[src/rtl/backend_frontend_port.sv]
// ---------------------------------------------------------------------------
// backend_frontend_port
//
// Backend-side endpoint of the global-controller-to-backend-controller link.
// One instance per backend channel.
//
// Command path: frontend commands and their write data are accepted under a
// ready/valid handshake into a small FIFO. The local DRAM scheduler drains
// that FIFO from its head.
//
// Return path: one-word read credits (ren) are issued to the global
// controller only while the return FIFO is guaranteed to have room for every
// word already requested. Returned words are buffered for local consumption.
// A word arriving with no credit outstanding is dropped and flagged in a
// sticky protocol error.
//
// Ports
//   i_clk, i_rst_n               clock, asynchronous active-low reset
//   i_frontend_command_valid     global controller offers a command
//   i_frontend_command           opaque command payload
//   i_frontend_write_data        write data that travels with the command
//   o_backend_controller_ready   registered, command FIFO has a free slot
//   o_sched_cmd_valid            command FIFO head valid
//   o_sched_cmd, o_sched_wdata   command FIFO head
//   i_sched_cmd_ready            scheduler pops the command head
//   o_backend_controller_ren     registered one-word return credit
//   i_returned_data_valid        returned word present
//   i_returned_data              returned word
//   o_ret_valid, o_ret_data      return FIFO head
//   i_ret_ready                  consumer pops the return head
//   o_protocol_err               sticky: word returned with no credit
// ---------------------------------------------------------------------------

`ifndef GLOBAL_CONTROLLER_WORD_SIZE
`define GLOBAL_CONTROLLER_WORD_SIZE 32
`endif

module backend_frontend_port #(
  parameter int WORD_W    = `GLOBAL_CONTROLLER_WORD_SIZE,
  parameter int CMD_W     = 16,  // $bits(frontend_command_t) in the system build
  parameter int CMD_DEPTH = 4,   // power of 2, >= 2
  parameter int RET_DEPTH = 4    // power of 2, >= 2
) (
  input  logic              i_clk,
  input  logic              i_rst_n,
  input  logic              i_frontend_command_valid,
  input  logic [CMD_W-1:0]  i_frontend_command,
  input  logic [WORD_W-1:0] i_frontend_write_data,
  output logic              o_backend_controller_ready,
  output logic              o_sched_cmd_valid,
  output logic [CMD_W-1:0]  o_sched_cmd,
  output logic [WORD_W-1:0] o_sched_wdata,
  input  logic              i_sched_cmd_ready,
  output logic              o_backend_controller_ren,
  input  logic              i_returned_data_valid,
  input  logic [WORD_W-1:0] i_returned_data,
  output logic              o_ret_valid,
  output logic [WORD_W-1:0] o_ret_data,
  input  logic              i_ret_ready,
  output logic              o_protocol_err
);

  localparam int CAW     = $clog2(CMD_DEPTH);
  localparam int RAW     = $clog2(RET_DEPTH);
  localparam int ENTRY_W = CMD_W + WORD_W;

  localparam logic [CAW:0]   CMD_CAP = (CAW+1)'(CMD_DEPTH);
  localparam logic [CAW:0]   CMD_ONE = (CAW+1)'(1);
  localparam logic [RAW:0]   RET_ONE = (RAW+1)'(1);
  localparam logic [RAW+1:0] RET_CAP = (RAW+2)'(RET_DEPTH);

  // -------------------------------------------------------------------------
  // Command FIFO
  // -------------------------------------------------------------------------
  logic [ENTRY_W-1:0] cmd_mem [CMD_DEPTH];
  logic [CAW-1:0]     cmd_wr_ptr;
  logic [CAW-1:0]     cmd_rd_ptr;
  logic [CAW:0]       cmd_count;
  logic [CAW:0]       cmd_count_next;
  logic               cmd_ready_q;
  logic               cmd_valid;
  logic               cmd_push;
  logic               cmd_pop;
  logic [ENTRY_W-1:0] cmd_head;

  assign cmd_valid = (cmd_count != '0);
  assign cmd_push  = i_frontend_command_valid && cmd_ready_q;
  assign cmd_pop   = cmd_valid && i_sched_cmd_ready;

  always_comb begin
    // NOTE: every always_comb output gets a default first so no path can
    // leave it unassigned and infer a latch.
    cmd_count_next = cmd_count;
    if (cmd_push && !cmd_pop)      cmd_count_next = cmd_count + CMD_ONE;
    else if (!cmd_push && cmd_pop) cmd_count_next = cmd_count - CMD_ONE;
  end

  // NOTE: FIFO storage is deliberately not reset; occupancy is tracked by the
  // count, and the head outputs are forced to zero whenever the FIFO is empty.
  always_ff @(posedge i_clk) begin
    if (cmd_push) cmd_mem[cmd_wr_ptr] <= {i_frontend_command, i_frontend_write_data};
  end

  always_ff @(posedge i_clk or negedge i_rst_n) begin
    if (!i_rst_n) begin
      cmd_wr_ptr  <= '0;
      cmd_rd_ptr  <= '0;
      cmd_count   <= '0;
      cmd_ready_q <= 1'b0;
    end else begin
      // NOTE: state registers use non-blocking assignments so every flop
      // samples the pre-edge values, independent of statement order.
      if (cmd_push) cmd_wr_ptr <= cmd_wr_ptr + CAW'(1);
      if (cmd_pop)  cmd_rd_ptr <= cmd_rd_ptr + CAW'(1);
      cmd_count   <= cmd_count_next;
      // Registered from the next count, so it equals (count < depth) on
      // every cycle and rises on the first edge after reset release.
      cmd_ready_q <= (cmd_count_next < CMD_CAP);
    end
  end

  assign cmd_head                   = cmd_mem[cmd_rd_ptr];
  assign o_backend_controller_ready = cmd_ready_q;
  assign o_sched_cmd_valid          = cmd_valid;
  assign o_sched_cmd                = cmd_valid ? cmd_head[ENTRY_W-1:WORD_W] : '0;
  assign o_sched_wdata              = cmd_valid ? cmd_head[WORD_W-1:0] : '0;

  // -------------------------------------------------------------------------
  // Return path: credits, outstanding tracking and return FIFO
  // -------------------------------------------------------------------------
  logic [WORD_W-1:0] ret_mem [RET_DEPTH];
  logic [RAW-1:0]    ret_wr_ptr;
  logic [RAW-1:0]    ret_rd_ptr;
  logic [RAW:0]      ret_count;
  logic [RAW:0]      ret_count_next;
  logic [RAW:0]      outstanding;
  logic [RAW:0]      outstanding_next;
  logic [RAW+1:0]    credit_sum;
  logic              ren_q;
  logic              err_q;
  logic              ret_valid;
  logic              ret_push;
  logic              ret_pop;
  logic              ret_orphan;

  assign ret_valid  = (ret_count != '0);
  // A word is only accepted against a credit; an orphan word is dropped.
  assign ret_push   = i_returned_data_valid && (outstanding != '0);
  assign ret_orphan = i_returned_data_valid && (outstanding == '0);
  assign ret_pop    = ret_valid && i_ret_ready;

  always_comb begin
    ret_count_next = ret_count;
    if (ret_push && !ret_pop)      ret_count_next = ret_count + RET_ONE;
    else if (!ret_push && ret_pop) ret_count_next = ret_count - RET_ONE;

    outstanding_next = outstanding;
    if (ren_q && !ret_push)      outstanding_next = outstanding + RET_ONE;
    else if (!ren_q && ret_push) outstanding_next = outstanding - RET_ONE;

    // Slots already used plus slots already promised, including the credit
    // being issued this cycle. Keeping this below the depth means the FIFO
    // cannot overflow whatever the return latency is.
    credit_sum = {1'b0, ret_count_next} + {1'b0, outstanding_next};
  end

  always_ff @(posedge i_clk) begin
    if (ret_push) ret_mem[ret_wr_ptr] <= i_returned_data;
  end

  always_ff @(posedge i_clk or negedge i_rst_n) begin
    if (!i_rst_n) begin
      ret_wr_ptr  <= '0;
      ret_rd_ptr  <= '0;
      ret_count   <= '0;
      outstanding <= '0;
      ren_q       <= 1'b0;
      err_q       <= 1'b0;
    end else begin
      if (ret_push) ret_wr_ptr <= ret_wr_ptr + RAW'(1);
      if (ret_pop)  ret_rd_ptr <= ret_rd_ptr + RAW'(1);
      ret_count   <= ret_count_next;
      outstanding <= outstanding_next;
      ren_q       <= (credit_sum < RET_CAP);
      if (ret_orphan) err_q <= 1'b1;
    end
  end

  assign o_backend_controller_ren = ren_q;
  assign o_ret_valid              = ret_valid;
  assign o_ret_data               = ret_valid ? ret_mem[ret_rd_ptr] : '0;
  assign o_protocol_err           = err_q;

endmodule

[config.mk]
export PLATFORM = sky130hd
export DESIGN_NAME = backend_frontend_port
export DESIGN_NICKNAME = d
export VERILOG_FILES = /design/src/rtl/backend_frontend_port.sv
export SDC_FILE = /design/constraint.sdc
export NUM_CORES = 1
export LEC_CHECK = 0
export BUFFER_PORTS_ARGS = -buffer_cell sky130_fd_sc_hd__clkbuf_2
export CAP_MARGIN = 20
export CORE_ASPECT_RATIO = 1.2
export CORE_UTILIZATION = 45
export DETAILED_ROUTE_END_ITERATION = 10
export PLACE_DENSITY_LB_ADDON = 0.15
export SYNTH_ARGS = -nofsm -noshare
export SYNTH_HDL_FRONTEND = slang
export SYNTH_SLANG_ARGS = --single-unit
[constraint.sdc]
create_clock -name i_clk -period 2.1 [get_ports i_clk]
set_input_delay 0.42 -clock i_clk [delete_from_list [all_inputs] [get_ports i_clk]]
set_output_delay 0.42 -clock i_clk [all_outputs]
set_load 0.02 [all_outputs]
* Yosys cells after proc, flatten, opt, wreduce, memory -nomap -nowiden
Memory sizes are Yosys's and may differ from the RTL's.
Index checks and enable logic that the tools add are counted.
W data, S select, Z words.
** Word-level totals
- RAM bits :: 320
- Output and inout bits :: 85
- Input bits :: 86
- Register bits :: 20
- Word-level logic and storage cells :: 58
- Memories kept :: 2
** Cells by class
- Reductions and logical operators :: 20
- Add/sub/neg operators :: 11
- $lt $le $gt $ge :: 2
- Mux-type cells :: 13
** Memories
- cmd_mem :: words 4, bits a word 48, rd ports 1, clocked after memory_dff 0, wr ports 1, RTL line 75 : logic [ENTRY_W-1:0] cmd_mem [CMD_DEPTH];
- ret_mem :: words 4, bits a word 32, rd ports 1, clocked after memory_dff 0, wr ports 1, RTL line 131 : logic [WORD_W-1:0] ret_mem [RET_DEPTH];
** Operators with widths (number)
- $mux W32 :: 2
- $mux W3 :: 6
- $mux W16 :: 1
- $logic_and A1 B1 Y1 :: 11
- $add A3 B1 Y3 const B :: 3
- $reduce_bool A3 Y1 :: 3
- $sub A3 B1 Y3 const B :: 3
- $add A2 B1 Y2 const B :: 4
- $logic_not A1 Y1 :: 5
- $add A3 B3 Y4 :: 1
- $lt A4 B3 Y1 const B :: 1
- $mux W1 :: 4
- $logic_not A3 Y1 :: 1
- $lt A3 B3 Y1 const B :: 1

* Depth between registers and ports, before layout
Gate-level depths: netlist (run 1).
- Word-level depth :: 8
- Depth in mapped cells :: 11
- Gate-level depth less buffers :: 10

* Worst setup path after synthesis (run 1)
Ideal clock, no wire load.
- Path kind :: register to register
- From :: register cmd_wr_ptr[0]
- To :: memory cmd_mem[2][0] (netlist name) (enable)
- Data required time :: 1689 ps
- Library setup time :: 411 ps
- Arrival time :: 1809 ps
- Buffers on the path :: 0
- Setup slack :: -119 ps
- Cell stages (with the launch flop) :: 4
- Clock period less this slack :: 2219 ps
- Cells stage by stage :: dfrtp_1 -> inv_1 -> ha_1 -> and3_1
** RTL lines
- start: declaration :: RTL line 76 : logic [CAW-1:0] cmd_wr_ptr;
- start signal: assignment :: RTL line 113 : if (cmd_push) cmd_wr_ptr <= cmd_wr_ptr + CAW'(1);
- end: declaration :: RTL line 75
No word-level cell before the write port.

* Final worst setup path (run 1)
- From :: register cmd_rd_ptr[0]
- To :: output o_sched_wdata[9]
** Between the ends
- Word-level cells in the longest chain between the ends :: 2
** Ends and longest elaborated chain
- start: declaration :: RTL line 77 : logic [CAW-1:0] cmd_rd_ptr;
- start signal: assignment :: RTL line 114 : if (cmd_pop) cmd_rd_ptr <= cmd_rd_ptr + CAW'(1);
- $mem_v2 Z4 W48
- $mux W32 :: RTL line 126 : assign o_sched_wdata = cmd_valid ? cmd_head[WORD_W-1:0] : '0;
- end: declaration :: RTL line 52 : output logic [WORD_W-1:0] o_sched_wdata,
Every way passes these cells.

==> results of run 1 <==
[layout make-up]
type	count	area [sq um]	share of cell area [%]
Multi-Input combinational cell	251	3200	19.0
Clock buffer	44	962	5.70
Clock inverter	21	239	1.42
Timing Repair Buffer	223	1800	10.7
Tap cell	390	488	2.89
Antenna cell	1	2.50	0.0148
Sequential cell	340	10100	60.0
Inverter	14	52.6	0.312
[logic make-up (layout without fill, tap and decap cells)]
| logic type | Yosys count | count (layout) | synth area share (%) |
|---|---|---|---|
| DFF | 340 | 340 | 75.0 |
| and+or+nand+nor | 118 | 118 | 5.21 |
| muxes | 84 | 84 | 13.8 |
| buffers and inverters | 43 | 302 | 2.43 |
| adders and majority gates | 23 | 23 | 2.11 |
| AOI/OAI and AO/OA | 13 | 13 | 0.650 |
| xor gates and xnor gates | 13 | 13 | 0.845 |
| other | 0 | 1 | 0 |
[through the flow]
step	utilization [%]	area [sq um]	setup TNS [ns]	hold WS, ns	setup WS (ns)
2_1_floorplan	-	13500	0	0.124	0.00231
3_3_place_gp	50.8	15000	0	0.432	0.0203
3_5_place_dp	50.8	15000	-0.130	0.438	-0.130
4_1_cts	55.4	16400	-29.24	0.0996	-0.408
5_1_grt	57.1	16900	-30.17	0.102	-0.446
6_report	57.1	16900	-24.66	0.121	-0.355
[flip-flops by register name (all words and copies together) (netlist names), 3 cells and up]
register	count
ret_count	3
ret_mem	128
outstanding	3
cmd_count	3
cmd_mem	192
[placed cells by master (no fill, tap or decap), types with 5 or more instances in the layout]
master	instances
sky130_fd_sc_hd__edfxtp_1	320
sky130_fd_sc_hd__clkbuf_2	111
sky130_fd_sc_hd__mux4_2	80
sky130_fd_sc_hd__and2_4	41
sky130_fd_sc_hd__and2_1	40
sky130_fd_sc_hd__clkbuf_16	39
sky130_fd_sc_hd__buf_6	39
sky130_fd_sc_hd__buf_4	28
sky130_fd_sc_hd__buf_12	19
sky130_fd_sc_hd__ha_1	18
sky130_fd_sc_hd__buf_2	18
sky130_fd_sc_hd__dfrtp_1	17
sky130_fd_sc_hd__nand2_1	12
sky130_fd_sc_hd__xnor2_1	11
sky130_fd_sc_hd__inv_1	8
sky130_fd_sc_hd__clkinv_2	8
sky130_fd_sc_hd__inv_2	6
sky130_fd_sc_hd__clkbuf_1	6
sky130_fd_sc_hd__nand3_1	5
sky130_fd_sc_hd__bufinv_16	5
[critical path: cells and delay by family (launching register included)]
family,cells,cell delay [ns]
buffers and inverters,2,0.35
flip-flops,1,0.48
multiplexers,1,0.52
AND/OR/NAND/NOR,1,0.17
[report_power, final]
group          internal, mW  total, mW  switching, mW
Combinational          5.84       11.4           5.56
Sequential             8.75       9.15          0.409
Clock                  3.89       6.39           2.50
[per-layer routing]
layer	track usage (%)	up-vias
met5	0	-
met4	5.05	2
met3	4.02	44
met2	30.8	182
met1	20.2	3373
li1	-	2990
[timing repair]
| item | in CTS | in global routing |
|---|---|---|
| setup endpoints to repair | 83 | 83 |
| pin swaps | 3 | 6 |
| hold buffers | 1 | 0 |
| hold endpoints to repair | 20 | 0 |
| resized for setup | 17 | 195 |
| cloned | 0 | 3 |
| buffers inserted | 10 | 5 |
[worst paths after layout]
check | start | end | depth (start not counted)
worst min register to register | o_protocol_err$_DFFE_PN0P_ | o_protocol_err$_DFFE_PN0P_ | 1
max in group asynchronous | i_rst_n | cmd_rd_ptr[0]$_DFFE_PN0P_ | 2
worst min-delay path | i_returned_data[14] | ret_mem[3][14]$_DFFE_PP_ | 1
worst max register to register | ret_count[1]$_DFF_PN0_ | o_backend_controller_ren$_DFF_PN0_ | 10
worst max-delay path | cmd_rd_ptr[0]$_DFFE_PN0P_ | o_sched_wdata[9] | 4
min in group asynchronous | i_rst_n | ret_count[0]$_DFF_PN0_ | 2
[cells in the mapped netlist, types with 2 or more instances]
library cell,number,area [sq um]
sky130_fd_sc_hd__edfxtp_1,320,9610
sky130_fd_sc_hd__buf_12,8,160
sky130_fd_sc_hd__mux4_1,3,78.8
sky130_fd_sc_hd__nand2_1,13,48.8
sky130_fd_sc_hd__dfrtp_1,20,500
sky130_fd_sc_hd__nor2_1,2,7.51
sky130_fd_sc_hd__mux2i_1,3,30.0
sky130_fd_sc_hd__nand2b_1,3,18.8
sky130_fd_sc_hd__xnor2_1,11,96.3
sky130_fd_sc_hd__ha_1,21,263
sky130_fd_sc_hd__inv_1,14,52.6
sky130_fd_sc_hd__mux4_2,77,1730
sky130_fd_sc_hd__clkbuf_1,9,33.8
sky130_fd_sc_hd__nand3_1,5,25.0
sky130_fd_sc_hd__buf_2,7,35.0
sky130_fd_sc_hd__and2_1,81,507
sky130_fd_sc_hd__xor2_1,2,17.5
sky130_fd_sc_hd__a21o_1,2,15.0
sky130_fd_sc_hd__o21ai_0,4,20.0
sky130_fd_sc_hd__and3_1,8,50.1
sky130_fd_sc_hd__buf_6,3,33.8
sky130_fd_sc_hd__a21oi_1,2,10.0
==> out/qor.json, run 1 <==
{
  "min-delay-path-class": {"value": "in -> reg"},
  "cap_viol_max_count": {"value": 0},
  "worstSetupEndpointType": {"value": "output pin"},
  "postSynthAreaPerCell": {"value": 21.3, "unit": "sq um"},
  "violated_checks": {"value": "setup timing"},
  "clock_tree.buffer_depth": {"value": 3},
  "required": {"value": 1.68, "unit": "ns"},
  "vdd_ir_drop_max": {"value": 1.00, "unit": "mV"},
  "count_of_final_max_slew_check_failures": {"value": 0},
  "final.setup_skew": {"value": 0.0105, "unit": "ns"},
  "dpl.hpwl": {"value": 16100, "unit": "microns"},
  "cts_tree": {"value": "done"},
  "antenna_violations_before_repair": {"value": 1},
  "grt_pass1_wl": {"value": 39800, "unit": "microns"},
  "routabilityCongestion": {"value": 0.737},
  "postRouteWirelength": {"value": 25900, "unit": "microns"},
  "numCtsBuffers": {"value": 36},
  "routed_length_on_met1": {"value": 10400, "unit": "microns"},
  "global_route.usage.total": {"value": 17.0, "unit": "%"},
  "dieWidth": {"value": 160, "unit": "microns"},
  "ioPinCount": {"value": 171},
  "synth_enable_flop_cells": {"value": 320},
  "mappedNetlistNets": {"value": 741},
  "numPortBuffers": {"value": 170},
  "yosys_register_bits": {"value": 340},
  "top_signal_layer_used": {"value": "met5"},
  "routed-via-count": {"value": 6591},
  "clkSinkCount": {"value": 340},
  "share_of_cells_above_drive_strength_1": {"value": 47.7, "unit": "%"},
  "max_stage_delay": {"value": 0.52, "unit": "ns"},
  "power_per_cell_area": {"value": 1600, "unit": "nW/um^2"},
  "fin_total_pwr": {"value": 26.9, "unit": "mW"},
  "wl_per_cell": {"value": 20.2, "unit": "microns"},
  "layout_setup_ws": {"value": -0.355, "unit": "ns"},
  "wl_met2": {"value": 13600, "unit": "microns"},
  "die-height": {"value": 192, "unit": "microns"},
  "synth_area": {"value": 13500, "unit": "sq um"},
  "hold_viol": {"value": 0},
  "pleak": {"value": 6.13, "unit": "nW"},
  "drt_iter0_drc": {"value": 327},
  "timing.critical_path.slowest_stage_cell": {"value": "sky130_fd_sc_hd__mux4_2"},
  "worstMarginPinSlew": {"value": 0.562, "unit": "ns"},
  "worst_ep_arrival_time": {"value": 2.03, "unit": "ns"},
  "post-route-period-util": {"value": 117, "unit": "%"},
  "placed_cells_incl_taps": {"value": 1199},
  "timing.final.crit_period": {"value": 2.45, "unit": "ns"},
  "first_pass_iters": {"value": 4},
  "n_fill_cell": {"value": 2290},
  "run_status": {"value": "finished with violations"},
  "timing.critical_path.cells": {"value": "buf_12 -> mux4_2 -> and2_1 -> buf_2"},
  "viasPerCell": {"value": 5.13},
  "floorplan_core_area": {"value": 29500, "unit": "sq um"},
  "synth_unique_cells": {"value": 38},
  "drc": {"value": 0},
  "met3_length": {"value": 1460, "unit": "microns"},
  "effective_utilization_at_floorplan": {"value": 45.7, "unit": "%"},
  "setup.reg_to_reg.worst_slack": {"value": 0.02, "unit": "ns"},
  "placement_rows": {"value": 69},
  "ctsRootBufferMaster": {"value": "sky130_fd_sc_hd__clkbuf_16"},
  "synthesis.yosys.warnings": {"value": 0},
  "worstSkewPairLatency": {"value": 0.51, "unit": "ns"},
  "path_class": {"value": "reg -> out"},
  "layout.nets": {"value": 973},
  "synth.yosys.seq_area_share": {"value": 75.0, "unit": "%"},
  "gr-total-overflow": {"value": 0},
  "grt_pass1_vias": {"value": 7296},
  "grt_start_max_net_pins": {"value": 39},
  "synthCells": {"value": 634},
  "maximum_achievable_frequency": {"value": 407, "unit": "MHz"},
  "setup_repair_after_global_routing_missed_its_margin": {"value": "true"},
  "detail-route-antenna-nets": {"value": 0},
  "timing.critical_path.fanout_max": {"value": 16},
  "finalNonFillerCells": {"value": 1284},
  "worst_slew_margin_rel": {"value": 62.6, "unit": "%"},
  "clk_transition_reported_paths": {"value": 0.06, "unit": "ns"},
  "areaGrowthSynthToFinish": {"value": 25.1, "unit": "%"},
  "ys_async_sr_fraction": {"value": 5.88, "unit": "%"},
  "fp.dieArea": {"value": 30700, "unit": "sq um"},
  "synth_top_flop_cell": {"value": "sky130_fd_sc_hd__edfxtp_1"},
  "crit_path_start_kind": {"value": "register"},
  "depth_of_the_cts_h_tree": {"value": 2},
  "final_setup_violation_count": {"value": 80}
}
Power figures use the tool's default switching activity.
==> inputs of run 2 (changes only) <==
--- a/config.mk
+++ b/config.mk
@@ -8,6 +8,7 @@
 export BUFFER_PORTS_ARGS = -buffer_cell sky130_fd_sc_hd__clkbuf_2
 export CAP_MARGIN = 20
 export CORE_ASPECT_RATIO = 1.2
+export CORE_MARGIN = 3
 export CORE_UTILIZATION = 45
 export DETAILED_ROUTE_END_ITERATION = 10
 export PLACE_DENSITY_LB_ADDON = 0.15
==> constraint.sdc (replaced) <==
create_clock -name i_clk -period 2.55 [get_ports i_clk]
set_input_delay 0.51 -clock i_clk [delete_from_list [all_inputs] [get_ports i_clk]]
set_output_delay 0.51 -clock i_clk [all_outputs]
set_load 0.02 [all_outputs]
==> out/qor.json, run 2 (same netlist as run 1, synthesis figures left out) <==
{
  "run_status": {"value": "finished with violations", "change": "unchanged"},
  "violated_checks": {"value": "setup timing", "change": "unchanged"},
  "worstSetupStartpoint": {"value": "cmd_rd_ptr[0]$_DFFE_PN0P_", "change": "unchanged"},
  "storage_cell_area": {"value": 10100, "unit": "sq um", "change": "unchanged"},
  "power_per_cell_area": {"value": 1330, "unit": "nW/um^2", "change": "was 1600 nW/um^2"},
  "placedInstanceArea": {"value": 14800, "unit": "sq um", "change": "was 15000 sq um"},
  "first_pass_iters": {"value": 4, "change": "unchanged"},
  "clock_tree.buffer_depth": {"value": 3, "change": "unchanged"},
  "sequentialPowerShare": {"value": 33.3, "unit": "%", "change": "was 34.0%"},
  "hold_viol": {"value": 0, "change": "unchanged"},
  "die-height": {"value": 196, "unit": "microns", "change": "was 192 microns"},
  "depth_of_the_cts_h_tree": {"value": 2, "change": "unchanged"},
  "worst_ep_arrival_time": {"value": 2.06, "unit": "ns", "change": "was 2.03 ns"},
  "grt_start_max_net_pins": {"value": 49, "change": "was 39"},
  "grt_pass1_vias": {"value": 7407, "change": "was 7296"},
  "fp.dieArea": {"value": 32100, "unit": "sq um", "change": "was 30700 sq um"},
  "worst_slew_margin_rel": {"value": 62.8, "unit": "%", "change": "was 62.6%"},
  "detail-route-antenna-nets": {"value": 0, "change": "unchanged"},
  "dpl.hpwl": {"value": 16000, "unit": "microns", "change": "was 16100 microns"},
  "viasPerCell": {"value": 5.28, "change": "was 5.13"},
  "cts_tree": {"value": "done", "change": "unchanged"},
  "timing.critical_path.fanout_max": {"value": 8, "change": "was 16"},
  "power.switching": {"value": 7.00, "unit": "mW", "change": "was 8.47 mW"},
  "grt_pass1_wl": {"value": 41300, "unit": "microns", "change": "was 39800 microns"},
  "fin_total_pwr": {"value": 22.6, "unit": "mW", "change": "was 26.9 mW"},
  "worstSetupEndpoint": {"value": "o_sched_cmd[4]", "change": "was o_sched_wdata[9]"},
  "maximum_achievable_frequency": {"value": 390, "unit": "MHz"},
  "areaGrowthSynthToFinish": {"value": 25.6, "unit": "%", "change": "was 25.1%"},
  "crit_path_start_kind": {"value": "register", "change": "unchanged"},
  "routabilityCongestion": {"value": 0.738, "change": "was 0.737"},
  "max_stage_delay": {"value": 0.50, "unit": "ns", "change": "was 0.52 ns"},
  "worstMarginPinSlew": {"value": 0.559, "unit": "ns", "change": "was 0.562 ns"},
  "worstSkewPairLatency": {"value": 0.51, "unit": "ns", "change": "about the same"},
  "logic_depth_of_the_worst_path_buffers_included": {"value": 5, "change": "was 4"},
  "final_setup_violation_count": {"value": 12, "change": "was 80"},
  "max_ffs_per_register": {"value": 192, "change": "unchanged"},
  "design_area": {"value": 16900, "unit": "sq um", "change": "about the same"},
  "r2r-end": {"value": "o_backend_controller_ren$_DFF_PN0_", "change": "unchanged"},
  "antennaDiodeCount": {"value": 0, "change": "was 1"},
  "vdd_ir_drop_max": {"value": 0.854, "unit": "mV", "change": "was 1.00 mV"},
  "clk_transition_reported_paths": {"value": 0.06, "unit": "ns", "change": "about the same"},
  "n_fill_cell": {"value": 2177, "change": "was 2290"},
  "ioPinCount": {"value": 171, "change": "unchanged"},
  "share_of_cells_above_drive_strength_1": {"value": 47.6, "unit": "%", "change": "was 47.7%"},
  "dieWidth": {"value": 164, "unit": "microns", "change": "was 160 microns"},
  "path_class": {"value": "reg -> out", "change": "unchanged"},
  "cap_viol_max_count": {"value": 0, "change": "unchanged"},
  "regToRegStartpoint": {"value": "ret_count[1]$_DFF_PN0_", "change": "unchanged"},
  "top_register": {"value": "cmd_mem", "change": "unchanged"},
  "worstSetupEndpointType": {"value": "output pin", "change": "unchanged"},
  "hold_path.startpoint": {"value": "i_returned_data[31]", "change": "was i_returned_data[14]"},
  "required": {"value": 2.04, "unit": "ns", "change": "was 1.68 ns"},
  "wl_per_cell": {"value": 21.5, "unit": "microns", "change": "was 20.2 microns"},
  "placed_cells_incl_taps": {"value": 1180, "change": "was 1199"},
  "top_regs": {"value": "cmd_mem (192), ret_mem (128)", "change": "unchanged"},
  "effective_utilization_at_floorplan": {"value": 46.3, "unit": "%", "change": "was 45.7%"},
  "clkSinkCount": {"value": 340, "change": "unchanged"},
  "gr-total-overflow": {"value": 0, "change": "unchanged"},
  "portion_of_total_power_attributed_to_the_clock_network": {"value": 22.2, "unit": "%", "change": "was 23.7%"},
  "layout.nets": {"value": 964, "change": "was 973"},
  "drt_iter0_drc": {"value": 336, "change": "was 327"},
  "setup_repair_after_global_routing_missed_its_margin": {"value": "true", "change": "unchanged"},
  "setup.reg_to_reg.worst_slack": {"value": 0.32, "unit": "ns", "change": "was 0.02 ns"},
  "timing.critical_path.cells": {"value": "buf_12 -> clkbuf_16 -> mux4_2 -> and2_4 -> buf_6", "change": "was buf_12 -> mux4_2 -> and2_1 -> buf_2"},
  "count_of_final_max_slew_check_failures": {"value": 0, "change": "unchanged"},
  "comb_power_share": {"value": 44.5, "unit": "%", "change": "was 42.3%"},
  "pleak": {"value": 6.17, "unit": "nW", "change": "was 6.13 nW"},
  "power.switching_fraction": {"value": 31.0, "unit": "%", "change": "was 31.4%"},
  "cp_num_buf_inv": {"value": 3, "change": "was 2"},
  "layout.cells.most_common_list": {"value": "320 x sky130_fd_sc_hd__edfxtp_1, 95 x sky130_fd_sc_hd__clkbuf_2, 80 x sky130_fd_sc_hd__mux4_2, 68 x sky130_fd_sc_hd__and2_4, 63 x sky130_fd_sc_hd__buf_6", "change": "was 320 x sky130_fd_sc_hd__edfxtp_1, 111 x sky130_fd_sc_hd__clkbuf_2, 80 x sky130_fd_sc_hd__mux4_2, 41 x sky130_fd_sc_hd__and2_4, 40 x sky130_fd_sc_hd__and2_1"},
  "multi_input_area": {"value": 3210, "unit": "sq um", "change": "was 3200 sq um"},
  "finalNonFillerCells": {"value": 1264, "change": "was 1284"},
  "floorplan_core_area": {"value": 29100, "unit": "sq um", "change": "was 29500 sq um"},
  "cpLargestDelayFamily": {"value": "multiplexers", "change": "unchanged"},
  "numCtsBuffers": {"value": 36, "change": "unchanged"},
  "postRouteWirelength": {"value": 27200, "unit": "microns", "change": "was 25900 microns"},
  "timing.critical_path.slowest_stage_cell": {"value": "sky130_fd_sc_hd__mux4_2", "change": "unchanged"},
  "rr_worst_depth": {"value": 10, "change": "unchanged"},
  "min-delay-path-class": {"value": "in -> reg", "change": "unchanged"},
  "routed-via-count": {"value": 6678, "change": "was 6591"},
  "ctsRootBufferMaster": {"value": "sky130_fd_sc_hd__clkbuf_16", "change": "unchanged"},
  "post-route-period-util": {"value": 101, "unit": "%"},
  "numPortBuffers": {"value": 170, "change": "unchanged"},
  "finalHoldWorstSlack": {"value": 0.207, "unit": "ns", "change": "was 0.121 ns"},
  "utilization": {"value": 58.2, "unit": "%", "change": "was 57.1%"},
  "layout_setup_ws": {"value": -0.0155, "unit": "ns", "change": "was -0.355 ns"},
  "internal_power": {"value": 15.6, "unit": "mW", "change": "was 18.5 mW"},
  "layout_commonest_cell": {"value": "sky130_fd_sc_hd__edfxtp_1", "change": "unchanged"},
  "placement_rows": {"value": 68, "change": "was 69"},
  "timing.final.crit_period": {"value": 2.57, "unit": "ns"},
  "antenna_violations_before_repair": {"value": 2, "change": "was 1"},
  "global_route.usage.total": {"value": 16.8, "unit": "%", "change": "was 17.0%"},
  "final.setup_skew": {"value": 0.0200, "unit": "ns", "change": "was 0.0105 ns"},
  "drc": {"value": 0, "change": "unchanged"}
}
[run 2: cell count changes in the layout (fill, tap and decap cells not counted), moves of 5 or more]
cell                       before  now
sky130_fd_sc_hd__clkbuf_2     111   95
sky130_fd_sc_hd__buf_6         39   63
sky130_fd_sc_hd__inv_1          8   14
sky130_fd_sc_hd__clkinv_2       8    2
sky130_fd_sc_hd__and2_1        40   13
sky130_fd_sc_hd__buf_4         28   23
sky130_fd_sc_hd__buf_2         18    6
sky130_fd_sc_hd__inv_2          6    0
sky130_fd_sc_hd__and2_4        41   68
sky130_fd_sc_hd__clkinv_1       4    9
[run 2: power groups by stage]
| stage | clock (mW) | combinational [mW] | sequential [mW] |
|---|---|---|---|
| 2_1_floorplan | 0 | 5.36 | 7.55 |
| 3_3_place_gp | 0 | 7.41 | 7.63 |
| 3_5_place_dp | 0 | 7.50 | 7.72 |
| 4_1_cts | 5.14 | 7.83 | 7.56 |
| 5_1_grt | 5.37 | 10.8 | 7.60 |
| 6_report | 5.01 | 10.0 | 7.52 |
[run 2: stage by stage]
| stage | TNS (ns) | setup slack, ns |
|---|---|---|
| 2_1_floorplan | 0 | 0.331 |
| 3_3_place_gp | 0 | 0.369 |
| 3_5_place_dp | 0 | 0.321 |
| 4_1_cts | -3.41 | -0.107 |
| 5_1_grt | -2.31 | -0.0727 |
| 6_report | -0.0770 | -0.0155 |
[run 2: worst reg2reg max path: stages (launching register included)]
cell and delay, ns:
sky130_fd_sc_hd__dfrtp_1 0.39, sky130_fd_sc_hd__inv_1 0.13, sky130_fd_sc_hd__ha_1 0.22, sky130_fd_sc_hd__nand2b_4 0.09, sky130_fd_sc_hd__and2_1 0.19, sky130_fd_sc_hd__maj3_2 0.30, sky130_fd_sc_hd__mux2i_1 0.20, sky130_fd_sc_hd__ha_1 0.18
sky130_fd_sc_hd__inv_1 0.04, sky130_fd_sc_hd__a2111o_1 0.27, sky130_fd_sc_hd__o211a_1 0.11
[run 2: what timing repair did]
item / in CTS / in global routing
hold buffers: 1 / 0
endpoints found under the hold margin: 20 / 0
cloned: 1 / 7
setup buffers: 7 / 8
endpoints found under the setup margin: 78 / 76
gates resized for setup: 9 / 288
pin swaps: 0 / 46
[run 2: area by class of cell]
type / instances / share of cell area [%]
Sequential cell: 340 / 59.8
Multi-Input combinational cell: 251 / 19.0
Timing Repair Buffer: 214 / 11.5
Clock buffer: 43 / 5.54
Tap cell: 385 / 2.85
Clock inverter: 17 / 1.12
Inverter: 14 / 0.310
[run 2: layer usage]
metal / vias up / track usage (%) / wire length [microns] / part of all wire, %
met2: 174 / 29.6 / 14700 / 54
met1: 3497 / 20.2 / 10300 / 38
met4: 4 / 4.95 / 587 / 2.2
met3: 44 / 4.50 / 1630 / 6.0
met5: - / 0 / 17 / 0.062
li1: 2959 / - / - / -
[run 2: worst min-delay path by stage]
stage               slack, ns  depth (start not counted)                         end
finish                   0.21                          1    ret_mem[3][31]$_DFFE_PP_
global route             0.19                          1     ret_mem[2][4]$_DFFE_PP_
CTS                      0.18                          1    ret_mem[3][31]$_DFFE_PP_
detailed placement       0.47                          1  o_protocol_err$_DFFE_PN0P_
global placement         0.46                          1  o_protocol_err$_DFFE_PN0P_
floorplan                0.21                          0    cmd_count[0]$_DFFE_PN0P_
